**config.mk**
```make
export PLATFORM = sky130hd
export DESIGN_NAME = hcms_frame_ctrl
export DESIGN_NICKNAME = d
export VERILOG_FILES = /design/src/rtl/hcms_pkg.sv /design/src/rtl/hcms_font_rom.sv /design/src/rtl/hcms_frame_ctrl.sv
export SDC_FILE = /design/constraint.sdc
export NUM_CORES = 1
export LEC_CHECK = 0
export ABC_AREA = 1
export BUFFER_PORTS_ARGS = -buffer_cell sky130_fd_sc_hd__buf_2
export CORE_MARGIN = 4
export CORE_UTILIZATION = 63
export CTS_BUF_LIST = sky130_fd_sc_hd__clkbuf_16
export CTS_CLUSTER_DIAMETER = 50
export DETAILED_ROUTE_END_ITERATION = 8
export PLACE_DENSITY_LB_ADDON = 0.08
export SYNTH_ARGS = -nofsm -noshare
export SYNTH_HDL_FRONTEND = slang
export SYNTH_HIERARCHICAL = 1
export SYNTH_SLANG_ARGS = --single-unit
```
**constraint.sdc**
```tcl
create_clock -name i_CLK -period 4.74 [get_ports i_CLK]
set_input_delay 0.711 -clock i_CLK [delete_from_list [all_inputs] [get_ports i_CLK]]
set_output_delay 0.711 -clock i_CLK [all_outputs]
set_load 0.01 [all_outputs]
```
**src/rtl/hcms_pkg.sv**
```systemverilog
// hcms_pkg: shared state type, control-word constants and byte-index helper
// for the HCMS-29xx frame sequencer.
package hcms_pkg;

   typedef enum logic [2:0] {RST_HOLD, CW1, CW0, IDLE, FRAME} state_t;

   localparam logic [7:0] CW1_VALUE       = 8'h81;
   localparam int         CW0_SLEEP_BIT   = 6;
   localparam int         CW0_PEAK_LSB    = 4;
   localparam int         CW0_BRIGHT_LSB  = 0;
   localparam logic [6:0] GLYPH_FIRST     = 7'h20;
   localparam logic [6:0] GLYPH_LAST      = 7'h5F;
   localparam int         BYTES_PER_FRAME = 20;

   function automatic logic [7:0] cw0_byte(input logic blank, input logic [1:0] peak,
                                           input logic [3:0] bright);
      cw0_byte = 8'h00;
      cw0_byte[CW0_SLEEP_BIT] = ~blank;
      cw0_byte[CW0_PEAK_LSB +: 2] = peak;
      cw0_byte[CW0_BRIGHT_LSB +: 4] = bright;
   endfunction

   // Splits a frame byte index 0..19 into {character[1:0], column[2:0]}.
   function automatic logic [4:0] idx_pos(input logic [4:0] idx);
      logic [1:0] c;
      c = idx >= 5'd15 ? 2'd3 : idx >= 5'd10 ? 2'd2 : idx >= 5'd5 ? 2'd1 : 2'd0;
      idx_pos = {c, 3'(idx - 5'(c) * 5'd5)};
   endfunction

endpackage

```
**src/rtl/hcms_font_rom.sv**
```systemverilog
// hcms_font_rom: 5x7 font for codes 0x20..0x5F, addressed {glyph, column},
// bit0 = top row; output register only loads while en_i is high.
module hcms_font_rom (
   input  logic       clk_i,
   input  logic       rst_n_i,
   input  logic       en_i,
   input  logic [8:0] addr_i,
   output logic [7:0] data_o
);

   logic [39:0] glyph;
   logic [7:0]  data_d, data_q;

   always_comb begin
      case (addr_i[8:3])
         6'd0:  glyph = 40'h0000000000;
         6'd1:  glyph = 40'h00005F0000;
         6'd2:  glyph = 40'h0007000700;
         6'd3:  glyph = 40'h147F147F14;
         6'd4:  glyph = 40'h242A7F2A12;
         6'd5:  glyph = 40'h2313086462;
         6'd6:  glyph = 40'h3649552250;
         6'd7:  glyph = 40'h0005030000;
         6'd8:  glyph = 40'h001C224100;
         6'd9:  glyph = 40'h0041221C00;
         6'd10: glyph = 40'h082A1C2A08;
         6'd11: glyph = 40'h08083E0808;
         6'd12: glyph = 40'h0050300000;
         6'd13: glyph = 40'h0808080808;
         6'd14: glyph = 40'h0060600000;
         6'd15: glyph = 40'h2010080402;
         6'd16: glyph = 40'h3E5149453E;
         6'd17: glyph = 40'h00427F4000;
         6'd18: glyph = 40'h4261514946;
         6'd19: glyph = 40'h2141454B31;
         6'd20: glyph = 40'h1814127F10;
         6'd21: glyph = 40'h2745454539;
         6'd22: glyph = 40'h3C4A494930;
         6'd23: glyph = 40'h0171090503;
         6'd24: glyph = 40'h3649494936;
         6'd25: glyph = 40'h064949291E;
         6'd26: glyph = 40'h0036360000;
         6'd27: glyph = 40'h0056360000;
         6'd28: glyph = 40'h0008142241;
         6'd29: glyph = 40'h1414141414;
         6'd30: glyph = 40'h4122140800;
         6'd31: glyph = 40'h0201510906;
         6'd32: glyph = 40'h324979413E;
         6'd33: glyph = 40'h7E1111117E;
         6'd34: glyph = 40'h7F49494936;
         6'd35: glyph = 40'h3E41414122;
         6'd36: glyph = 40'h7F4141221C;
         6'd37: glyph = 40'h7F49494941;
         6'd38: glyph = 40'h7F09090101;
         6'd39: glyph = 40'h3E41415132;
         6'd40: glyph = 40'h7F0808087F;
         6'd41: glyph = 40'h00417F4100;
         6'd42: glyph = 40'h2040413F01;
         6'd43: glyph = 40'h7F08142241;
         6'd44: glyph = 40'h7F40404040;
         6'd45: glyph = 40'h7F0204027F;
         6'd46: glyph = 40'h7F0408107F;
         6'd47: glyph = 40'h3E4141413E;
         6'd48: glyph = 40'h7F09090906;
         6'd49: glyph = 40'h3E4151215E;
         6'd50: glyph = 40'h7F09192946;
         6'd51: glyph = 40'h4649494931;
         6'd52: glyph = 40'h01017F0101;
         6'd53: glyph = 40'h3F4040403F;
         6'd54: glyph = 40'h1F2040201F;
         6'd55: glyph = 40'h7F2018207F;
         6'd56: glyph = 40'h6314081463;
         6'd57: glyph = 40'h0304780403;
         6'd58: glyph = 40'h6151494543;
         6'd59: glyph = 40'h00007F4141;
         6'd60: glyph = 40'h0204081020;
         6'd61: glyph = 40'h41417F0000;
         6'd62: glyph = 40'h0402010204;
         6'd63: glyph = 40'h4040404040;
         default: glyph = 40'h0000000000;
      endcase
      data_d = addr_i[2:0] == 3'd0 ? glyph[39:32] :
               addr_i[2:0] == 3'd1 ? glyph[31:24] :
               addr_i[2:0] == 3'd2 ? glyph[23:16] :
               addr_i[2:0] == 3'd3 ? glyph[15:8]  : glyph[7:0];
   end

   always_ff @(posedge clk_i or negedge rst_n_i) begin
      if (!rst_n_i) data_q <= 8'h00;
      else if (en_i) data_q <= data_d;
   end

   assign data_o = data_q;

endmodule

```
**src/rtl/hcms_frame_ctrl.sv**
```systemverilog
// hcms_frame_ctrl: 4-character buffer, font lookup and reset/control-word/dot-frame
// byte sequencing toward the hcms_serial byte shifter.
module hcms_frame_ctrl
   import hcms_pkg::*;
#(
   parameter int         RESET_CYCLES   = 16,
   parameter int         REFRESH_CYCLES = 0,
   parameter logic [1:0] PEAK_CURRENT   = 2'b00
) (
   input  logic       i_CLK,
   input  logic       i_RST_N,
   input  logic       i_char_we,
   input  logic [1:0] i_char_addr,
   input  logic [6:0] i_char_data,
   input  logic [3:0] i_brightness,
   input  logic       i_bright_upd,
   input  logic       i_blank,
   output logic [7:0] o_tx_data,
   output logic       o_tx_cmd,
   output logic       o_tx_last,
   output logic       o_tx_valid,
   input  logic       i_tx_ready,
   output logic       o_disp_reset_n,
   output logic       o_busy,
   output logic       o_frame_done
);

   state_t      state_q, state_d;
   logic [31:0] hold_q, hold_d, refresh_q, refresh_d;
   logic [6:0]  chars_q [4];
   logic        dirty_q, tick_q, pend_q, ok_q;
   logic [3:0]  bright_q;
   logic [4:0]  idx_q, idx_d;
   logic        present_q, present_d;
   logic        valid_q, valid_d, cmd_q, cmd_d, last_q, last_d, done_q, done_d;
   logic [7:0]  data_q, data_d, rom_data;
   logic        accept, wrap, enter_frame, build_cw0, fetch;
   logic [4:0]  pos;
   logic [6:0]  code;

   assign accept    = valid_q & i_tx_ready;
   assign wrap      = (REFRESH_CYCLES != 0) && (refresh_q == 32'(REFRESH_CYCLES - 1));
   assign refresh_d = (wrap || REFRESH_CYCLES == 0) ? 32'd0 : refresh_q + 32'd1;
   assign fetch     = (state_q == FRAME) && !present_q;
   assign pos       = idx_pos(idx_q);
   assign code      = chars_q[pos[4:3]];

   // ROM only reloads in the fetch cycle so a buffer write cannot disturb a presented byte.
   hcms_font_rom u_rom (
      .clk_i   (i_CLK),
      .rst_n_i (i_RST_N),
      .en_i    (fetch),
      .addr_i  ({6'(code - GLYPH_FIRST), pos[2:0]}),
      .data_o  (rom_data)
   );

   always_comb begin
      state_d     = state_q;
      hold_d      = hold_q;
      idx_d       = idx_q;
      present_d   = present_q;
      valid_d     = valid_q;
      data_d      = data_q;
      cmd_d       = cmd_q;
      last_d      = last_q;
      done_d      = 1'b0;
      enter_frame = 1'b0;
      build_cw0   = 1'b0;
      case (state_q)
         RST_HOLD: begin
            hold_d = hold_q + 32'd1;
            if (hold_q + 32'd1 >= 32'(RESET_CYCLES)) begin
               state_d = CW1;
               valid_d = 1'b1;
               data_d  = CW1_VALUE;
               cmd_d   = 1'b1;
               last_d  = 1'b1;
            end
         end
         CW1: build_cw0 = accept;
         CW0: if (accept) begin
            valid_d     = 1'b0;
            state_d     = IDLE;
            enter_frame = dirty_q;
         end
         IDLE: begin
            build_cw0   = pend_q;
            enter_frame = !pend_q && (dirty_q || tick_q);
         end
         FRAME: if (!present_q) begin
            present_d = 1'b1;
            valid_d   = 1'b1;
            cmd_d     = 1'b0;
            last_d    = idx_q == 5'(BYTES_PER_FRAME - 1);
         end else if (accept) begin
            present_d = 1'b0;
            valid_d   = 1'b0;
            done_d    = last_q;
            idx_d     = last_q ? 5'd0 : idx_q + 5'd1;
            state_d   = last_q ? IDLE : FRAME;
         end
         default: state_d = RST_HOLD;
      endcase
      if (build_cw0) begin
         state_d = CW0;
         valid_d = 1'b1;
         data_d  = cw0_byte(i_blank, PEAK_CURRENT, bright_q);
         cmd_d   = 1'b1;
         last_d  = 1'b1;
      end
      if (enter_frame) begin
         state_d   = FRAME;
         valid_d   = 1'b0;
         present_d = 1'b0;
         idx_d     = 5'd0;
      end
   end

   always_ff @(posedge i_CLK or negedge i_RST_N) begin
      if (!i_RST_N) begin
         state_q   <= RST_HOLD;
         hold_q    <= 32'd0;
         refresh_q <= 32'd0;
         for (int i = 0; i < 4; i++) chars_q[i] <= 7'h20;
         dirty_q   <= 1'b0;
         tick_q    <= 1'b0;
         pend_q    <= 1'b0;
         ok_q      <= 1'b0;
         bright_q  <= 4'hF;
         idx_q     <= 5'd0;
         present_q <= 1'b0;
         valid_q   <= 1'b0;
         data_q    <= 8'h00;
         cmd_q     <= 1'b0;
         last_q    <= 1'b0;
         done_q    <= 1'b0;
      end else begin
         state_q   <= state_d;
         hold_q    <= hold_d;
         refresh_q <= refresh_d;
         if (i_char_we) chars_q[i_char_addr] <= i_char_data;
         dirty_q   <= i_char_we | (dirty_q & ~enter_frame);
         tick_q    <= wrap | (tick_q & ~enter_frame);
         pend_q    <= i_bright_upd | (pend_q & ~build_cw0);
         if (i_bright_upd) bright_q <= i_brightness;
         if (fetch) ok_q <= (code >= GLYPH_FIRST) && (code <= GLYPH_LAST);
         idx_q     <= idx_d;
         present_q <= present_d;
         valid_q   <= valid_d;
         data_q    <= data_d;
         cmd_q     <= cmd_d;
         last_q    <= last_d;
         done_q    <= done_d;
      end
   end

   assign o_tx_data      = state_q == FRAME ? (ok_q ? rom_data : 8'h00) : data_q;
   assign o_tx_cmd       = cmd_q;
   assign o_tx_last      = last_q;
   assign o_tx_valid     = valid_q;
   assign o_disp_reset_n = state_q != RST_HOLD;
   assign o_busy         = state_q != IDLE;
   assign o_frame_done   = done_q;

endmodule

```
### Yosys cells after proc, flatten, opt, wreduce, memory -nomap -nowiden

Memory sizes are Yosys's and may differ from the RTL's.
Cells that the tools add are included.

* equality and inequality tests: 16
* magnitude comparators: 9
* reduce and logical (&&, ||, !) cells: 23
* bitwise operators: 11
* $add $sub $neg: 4
* multiplexer cells: 53
* multipliers: 1

Operators with widths (count)
* 2-to-1 mux 8 bit: 9
* adder 32 x 1 -> 32 bit, second input constant: 1
* >= comparator 32 x 5 -> 1 bit, second input constant: 1
* bitwise mux 28 bit: 1
* 2-to-1 mux 5 bit: 5
* 2-to-1 mux 3 bit: 7
* 2-to-1 mux 7 bit: 3
* 2-to-1 mux 1 bit: 18
* != test 4 bit, second input constant: 4
* binary-select mux 7 bit (select 2 bit): 1
* demux 7 bit (select 2 bit): 1
* equality test 3 x 2 -> 1 bit, second input constant: 4
* one-hot mux 3 bit (4 select lines): 1
* >= comparator 5 x 4 -> 1 bit, second input constant: 2
* nonzero test 2 bit: 5
* one-hot mux 1 bit (2 select lines): 4
* >= comparator 7 x 6 -> 1 bit, second input constant: 1
* less-or-equal comparator 7 bit, second input constant: 1
* equality test 3 x 1 -> 1 bit, second input constant: 2
* >= comparator 3 bit, second input constant: 2
* logical NOT 3 bit: 2
* != test 3 bit, second input constant: 2
* NOT 2 -> 3 bit: 2
* AND reduction 3 bit: 2
* 23 further kinds: 36

* bits of input ports: 19
* memories: 1
* word-level logic and storage cells: 137
* flip-flop bits (word level): 97
* output and inout port bits: 14
* ROM bits: 2240

Memory list
* (name not given): depth 64, bits a word 35, read ports 1, clocked after memory_dff 0, write ports 0, RTL line hcms_font_rom.sv:15 `case (addr_i[8:3])`

### Logic depth before layout (Yosys ltp)

An unclocked memory read counts as a cell.

* depth after elaboration: 14
* depth in mapped cells: 28
* gate-level depth less buffers: 27

### By module

The synthesis kept the hierarchy.

By module, submodules not included
* hcms_frame_ctrl: area an instance 4934.7 um^2, cells an instance 668, sequential area each 2187.1 um^2, times used 1
* hcms_font_rom: area an instance 2950.3 um^2, cells an instance 558, sequential area each 175.2 um^2, times used 1

### Least setup slack after synthesis

OpenSTA, ideal clock, no wires.

* path kind: reg-to-reg
* start: register idx_q[0]
* end: register u_rom.data_q[2] (netlist: u_rom/data_o[2])
* required time: 4.623 ns
* setup time: 0.117 ns
* path buffers: 1
* arrival time: 3.903 ns
* stages on the path, launching flop included: 24
* period minus slack after synthesis: 4.019 ns
* setup slack: 0.721 ns
* cell sequence: dfrtp_1 ha_1 inv_1 nor3_1 ha_1 nor2_1 nand2_1 inv_2 nand2_1 inv_1 clkbuf_1 o32ai_1 a21oi_1 inv_1 ha_1 nand2_1 o21ai_1 inv_1 o21ai_1 nand3_1 a21oi_1 a21oi_1 nand2_1 nand2_1

* longest elaborated chain between the ends: 14
* elaborated cells on any way between the ends: 22
* those cells by class: add/sub: 2; mul: 1; order compare: 3; eq/ne: 3; mux: 10; bitwise: 1; reduce/logical: 1; memory: 1

RTL lines
* start, declared: RTL line hcms_frame_ctrl.sv:33 `logic [4:0] idx_q, idx_d;`
* start signal, assigned: RTL line hcms_frame_ctrl.sv:147 `idx_q <= idx_d;`
* >= comparator 5 x 3 -> 1 bit: RTL line hcms_pkg.sv:26 `c = idx >= 5'd15 ? 2'd3 : idx >= 5'd10 ? 2'd2 : idx >= 5'd5 ? 2'd1 : 2'd0;`
* 2-to-1 mux 1 bit: RTL line hcms_pkg.sv:26
* 2-to-1 mux 2 bit: RTL line hcms_pkg.sv:26
* 2-to-1 mux 2 bit *: RTL line hcms_pkg.sv:26
* NOT 2 -> 3 bit (implied by the code) *: RTL line hcms_frame_ctrl.sv:46 `assign code = chars_q[pos[4:3]];`
* binary-select mux 7 bit (select 2 bit) *: RTL line hcms_frame_ctrl.sv:46
* 2-to-1 mux 7 bit (implied by the code) * (2 in series): RTL line hcms_frame_ctrl.sv:46
* named net code[1]: RTL line hcms_frame_ctrl.sv:39 `logic [6:0] code;`
* subtractor 6 bit *: RTL line hcms_frame_ctrl.sv:53 `.addr_i ({6'(code - GLYPH_FIRST), pos[2:0]}),`
* memory (64 x 35 bit) *
* 2-to-1 mux 8 bit: RTL line hcms_font_rom.sv:85 `addr_i[2:0] == 3'd3 ? glyph[15:8] : glyph[7:0];`
* 2-to-1 mux 8 bit: RTL line hcms_font_rom.sv:84 `addr_i[2:0] == 3'd2 ? glyph[23:16] :`
* 2-to-1 mux 8 bit: RTL line hcms_font_rom.sv:83 `addr_i[2:0] == 3'd1 ? glyph[31:24] :`
* 2-to-1 mux 8 bit *: RTL line hcms_font_rom.sv:82 `data_d = addr_i[2:0] == 3'd0 ? glyph[39:32] :`
* end signal, assigned: RTL line hcms_font_rom.sv:90 `else if (en_i) data_q <= data_d;`
* end, declared: RTL line hcms_font_rom.sv:12 `logic [7:0] data_d, data_q;`

The timed path passes the listed nets; every way through them passes the cells marked *. The select of a mux whose other input is x is not followed.
A chain may end at the register's enable or synchronous reset.

### Worst setup path after layout

* start: register idx_q[0]
* end: register u_rom.data_q[1] (netlist: u_rom/data_o[1])

The elaborated chain is that of the path after synthesis.

==> key figures <==
Finish
  – Post-route cell area: about 8400 sq um
  – # fillers: approximately 1000
  – Multi-input logic area: 4830 sq um
  – Flip-flop and latch area: 2360 sq um
  – Final net count: 1281
  – Ratio of cells with drive above 1 in the final layout: 0.111
  – Antenna fix cells: 0
  – Post-synthesis to final-layout area growth: 7.14%
  – Non-filler cells in the finished layout: 1411

Pwr
  – Flop pwr share: 0.179
  – Switching part of the total: 0.585
  – Worst voltage drop across the vdd grid: 0.498 mV
  – Portion of total power attributed to combinational logic: 0.708
  – Power Internal: 0.00273 W
  – Pwr per Cell Area: 777 nW/um^2
  – Clk pwr share: 0.113
  – Leakage Power: a little over 4 nW
  – Sw Pwr: 0.00384 W

Global routing
  – Final global-route overflow total: 0
  – Met3 Use GR: 0.0697
  – Initial antenna violation count: 0
  – Number of global-route vias before repair: 7943
  – Overall track demand over capacity in global routing: 0.366
  – Layer with the highest usage after global routing: met2
  – Global-route met1 utilization: 0.514
  – Global-route wire length before repair: between 40 and 50 mm
  – Largest net degree at the start of global routing: 53
  – Global routing usage on met2: 0.565

Place
  – Placed cell area: about 8000 sq um
  – Number of buffers added on ports: 32
  – Final weighted congestion in routability-driven placement: 1.07
  – Placed Instances: ~1400
  – Detailed-placement wirelength estimate: 19.0 mm

Die
  – Chip Height: ~120 um
  – Starting density of the core: 0.651
  – Core region area: 12100 sq um
  – Row cnt: 40
  – Width of the chip: around 120 um
  – Top-level I/O count: 33
  – Die area: 14400 sq um

Synthesis
  – Synth unique cells: 49
  – Synthesized area per cell: around 6.4 sq um
  – Prevailing post-synth register cell: sky130_fd_sc_hd__dfrtp_1
  – Ranking of synthesized cells by area: sky130_fd_sc_hd__dfrtp_1 (27%), sky130_fd_sc_hd__nand2_1 (19%), sky130_fd_sc_hd__nand3_1 (7.2%)
  – Cell area after technology mapping: 7890 sq um
  – Sequential fraction of the synthesis area: 0.300
  – Area share of the largest cell type after synthesis: 0.273
  – Number of enable flip-flop cells after synthesis: 0
  – Number of synthesized register bits: 94
  – Synthesized instance count: 1226
  – Number of warnings reported in the yosys synthesis log: 6
  – Number of nets produced by synthesis: 1269
  – Async set-reset flop share out of synthesis: 1.00
  – Dominant cell type by area after synthesis: sky130_fd_sc_hd__dfrtp_1

Worst hold path
  – Worst min-delay path category: in2async

Setup path
  – Depth of the most critical reg-to-reg path: 25
  – Required time at the endpoint of the critical path: 5.03 ns
  – Critical Path Slowest Stage Cell: sky130_fd_sc_hd__a21oi_4
  – Critical path buffers and inverters: 4
  – Most prevalent standard cell on the critical path: sky130_fd_sc_hd__nand2_1
  – Kind of end point of the critical path: flop
  – Kind of start point of the critical path: flop
  – Critical Path Stages: 25
  – Kind of cell adding the most delay to the critical path: simple AND/OR/NAND/NOR gates
  – Critical path class: reg2reg
  – Worst stage delay on the critical path: a little under 0.6 ns
  – WP data arrival: 4.58 ns
  – Worst-path fanout max: 32

Route
  – Routed wire length per instance: 18.5 um
  – DR vias: 8718
  – Count of routing violations after the opening detailed-route iteration: 1495
  – Vias per inst: 6.18
  – Post-DRT Antenna Nets: 0
  – Detailed Route WL: 26.2 mm
  – Detailed Routing Iterations Pass 1: 6
  – Total DRC errors in the routed layout: 0

Clock tree
  – TritonCTS Buffers: 9
  – Number of instances resized during post-cts repair: 0
  – Sinks on the clock net: 94
  – Total number of H-tree levels: 3
  – Clock latency at the later pin of the worst-skew pair: 0.36 ns
  – Maximum number of buffers from clock root to sink: 2
  – Clock slew seen by the registers of the worst setup and hold paths: 0.08 ns
  – Buffers inserted by post-CTS timing repair: 0
  – Post-CTS Hold Fix Bufs: 0
  – Clock root buffer: sky130_fd_sc_hd__clkbuf_16
  – CTS tree: yes

STA
  – Setup repair after global routing missed its margin: no
  – Rel. slew slack: 0.515
  – Final count of negative-setup-slack endpoints: 0
  – Final number of hold-violating endpoints: 0
  – Final period utilization: 0.905
  – Setup TNS Final: 0 ns
  – Total count of max-transition violations in the final report: 0
  – Final critical-path required period: 4.29 ns
  – Worst setup skew after layout: 0.0146 ns
  – Transition time at the pin with the least slew margin: 0.725 ns
  – Max Clock Freq: about 230 MHz

Outcome
  – Outcome: finished clean

Job
  – Maximum Capacitance Violations: 0
## Yosys cell counts, types with 2 or more instances
| master | n |
|---|---|
| sky130_fd_sc_hd__a21o_1 | 2 |
| sky130_fd_sc_hd__a21oi_1 | 52 |
| sky130_fd_sc_hd__a21oi_2 | 2 |
| sky130_fd_sc_hd__a31oi_1 | 15 |
| sky130_fd_sc_hd__buf_1 | 2 |
| sky130_fd_sc_hd__buf_2 | 15 |
| sky130_fd_sc_hd__buf_4 | 8 |
| sky130_fd_sc_hd__buf_6 | 6 |
| sky130_fd_sc_hd__clkbuf_1 | 16 |
| sky130_fd_sc_hd__dfrtp_1 | 86 |
| sky130_fd_sc_hd__dfstp_2 | 8 |
| sky130_fd_sc_hd__ha_1 | 23 |
| sky130_fd_sc_hd__inv_1 | 106 |
| sky130_fd_sc_hd__inv_2 | 7 |
| sky130_fd_sc_hd__mux2_2 | 4 |
| sky130_fd_sc_hd__nand2_1 | 407 |
| sky130_fd_sc_hd__nand2_2 | 9 |
| sky130_fd_sc_hd__nand2_4 | 9 |
| sky130_fd_sc_hd__nand3_1 | 113 |
| sky130_fd_sc_hd__nand3_2 | 3 |
| sky130_fd_sc_hd__nand3b_1 | 6 |
| sky130_fd_sc_hd__nand4_1 | 17 |
| sky130_fd_sc_hd__nor2_1 | 116 |
| sky130_fd_sc_hd__nor2_2 | 4 |
| sky130_fd_sc_hd__nor2_4 | 14 |
| sky130_fd_sc_hd__nor3_1 | 7 |
| sky130_fd_sc_hd__nor3_2 | 2 |
| sky130_fd_sc_hd__o211ai_1 | 11 |
| sky130_fd_sc_hd__o21ai_0 | 102 |
| sky130_fd_sc_hd__o21ai_1 | 11 |
| sky130_fd_sc_hd__o21ai_2 | 4 |
| sky130_fd_sc_hd__o22ai_1 | 10 |
| sky130_fd_sc_hd__o31ai_1 | 2 |
| sky130_fd_sc_hd__o32ai_1 | 5 |
| sky130_fd_sc_hd__xnor2_1 | 4 |
| sky130_fd_sc_hd__xor2_1 | 5 |
## flip-flops by register name, indices dropped and copies added, names as in the netlist
name,flops
state_q,3
ok_q,1
chars_q,28
idx_q,5
bright_q,4
o_tx_valid,1
o_tx_last,1
o_tx_cmd,1
o_frame_done,1
present_q,1
dirty_q,1
tick_q,1
pend_q,1
u_rom/data_o,7
data_q,6
hold_q,32
## logic make-up (layout without fill, tap and decap cells)
family / after synthesis / after routing / synth area share
and+or+nand+nor: 709 / 709 / 0.395
muxes: 4 / 4 / 0.00571
AOI/OAI and AO/OA: 222 / 222 / 0.158
other: 1 / 1 / 0.000476
xor gates and xnor gates: 9 / 9 / 0.0100
DFF: 94 / 94 / 0.300
adders and majority gates: 24 / 24 / 0.0390
buffers and inverters: 163 / 180 / 0.0920
## through the flow
stage          total power, W  setup WS [ns]  hold slack, ns   util
2_1_floorplan         0.00438          0.721           0.415      -
3_3_place_gp          0.00562          0.795           0.468  0.671
3_5_place_dp          0.00558          0.670           0.468  0.671
4_1_cts               0.00635          0.573           0.395  0.698
5_1_grt               0.00700         0.0239           0.420  0.698
6_report              0.00657          0.449           0.367  0.698
## final cells by class
class                           instances  share of cell area
Multi-Input combinational cell        969               0.572
Sequential cell                        94               0.280
Inverter                              114              0.0509
Timing Repair Buffer                   50              0.0352
Clock buffer                            9              0.0267
Tap cell                              168              0.0249
Clock inverter                          7              0.0108
## final timing paths
path                            startpoint               to  slack [ns]
setup reg to reg                  idx_q[0]  u_rom/data_o[1]        0.45
hold reg to reg            u_rom/data_o[0]  u_rom/data_o[0]        0.49
hold / removal                     i_RST_N       state_q[1]        0.37
max in group asynchronous          i_RST_N      chars_q[26]        3.35
setup / recovery                  idx_q[0]  u_rom/data_o[1]        0.45
min in group i_CLK         u_rom/data_o[0]  u_rom/data_o[0]        0.49
## placed cells by master (no fill, tap or decap), types with 3 or more instances in the layout
master	count
sky130_fd_sc_hd__a21oi_1	49
sky130_fd_sc_hd__a21oi_2	3
sky130_fd_sc_hd__a31oi_1	15
sky130_fd_sc_hd__buf_2	31
sky130_fd_sc_hd__buf_4	19
sky130_fd_sc_hd__clkbuf_16	9
sky130_fd_sc_hd__clkinv_8	4
sky130_fd_sc_hd__dfrtp_1	86
sky130_fd_sc_hd__dfstp_2	8
sky130_fd_sc_hd__ha_1	23
sky130_fd_sc_hd__inv_1	106
sky130_fd_sc_hd__inv_2	7
sky130_fd_sc_hd__mux2_2	4
sky130_fd_sc_hd__nand2_1	407
sky130_fd_sc_hd__nand2_2	9
sky130_fd_sc_hd__nand2_4	9
sky130_fd_sc_hd__nand3_1	113
sky130_fd_sc_hd__nand3_2	3
sky130_fd_sc_hd__nand3b_1	6
sky130_fd_sc_hd__nand4_1	17
sky130_fd_sc_hd__nor2_1	115
sky130_fd_sc_hd__nor2_2	4
sky130_fd_sc_hd__nor2_4	15
sky130_fd_sc_hd__nor3_1	7
sky130_fd_sc_hd__o211ai_1	11
sky130_fd_sc_hd__o21ai_0	102
sky130_fd_sc_hd__o21ai_1	11
sky130_fd_sc_hd__o21ai_2	4
sky130_fd_sc_hd__o22ai_1	10
sky130_fd_sc_hd__o32ai_1	5
sky130_fd_sc_hd__xnor2_1	4
sky130_fd_sc_hd__xor2_1	5
## power groups by stage
| stage | clock network [W] | registers, W | logic [W] |
|---|---|---|---|
| after detailed placement | 0 | 0.00118 | 0.00440 |
| final | 0.000742 | 0.00118 | 0.00465 |
| after global routing | 0.000782 | 0.00120 | 0.00502 |
| after floorplan | 0 | 0.00113 | 0.00325 |
| after global placement | 0 | 0.00117 | 0.00445 |
| after CTS | 0.000741 | 0.00117 | 0.00444 |
## routing by layer
layer | vias up | part of all wire
li1 | 4050 | -
met1 | 4011 | 0.42
met2 | 561 | 0.45
met3 | 96 | 0.10
met4 | 0 | 0.037
met5 | - | 0
## worst reg2reg max path, stage by stage, from the launching register on
cell and delay, ns:
sky130_fd_sc_hd__dfrtp_1 0.46, sky130_fd_sc_hd__ha_1 0.26, sky130_fd_sc_hd__inv_1 0.10, sky130_fd_sc_hd__nor3_1 0.06, sky130_fd_sc_hd__ha_1 0.17, sky130_fd_sc_hd__nor2_1 0.12, sky130_fd_sc_hd__nand2_1 0.09, sky130_fd_sc_hd__inv_2 0.13
sky130_fd_sc_hd__nand2_1 0.11, sky130_fd_sc_hd__inv_1 0.44, sky130_fd_sc_hd__o32ai_1 0.21, sky130_fd_sc_hd__a21oi_4 0.59, sky130_fd_sc_hd__inv_4 0.32, sky130_fd_sc_hd__nor2_4 0.30, sky130_fd_sc_hd__nand2_1 0.10, sky130_fd_sc_hd__nand2_1 0.13
sky130_fd_sc_hd__nor2_1 0.07, sky130_fd_sc_hd__a21oi_1 0.13, sky130_fd_sc_hd__nand2_1 0.06, sky130_fd_sc_hd__nand2_1 0.06, sky130_fd_sc_hd__nand2_1 0.05, sky130_fd_sc_hd__nand2_1 0.06, sky130_fd_sc_hd__nand2_1 0.04, sky130_fd_sc_hd__nand2_1 0.08
sky130_fd_sc_hd__nand2_1 0.05, sky130_fd_sc_hd__nand2_1 0.05
Note: power is estimated with default switching activity, not from simulation.
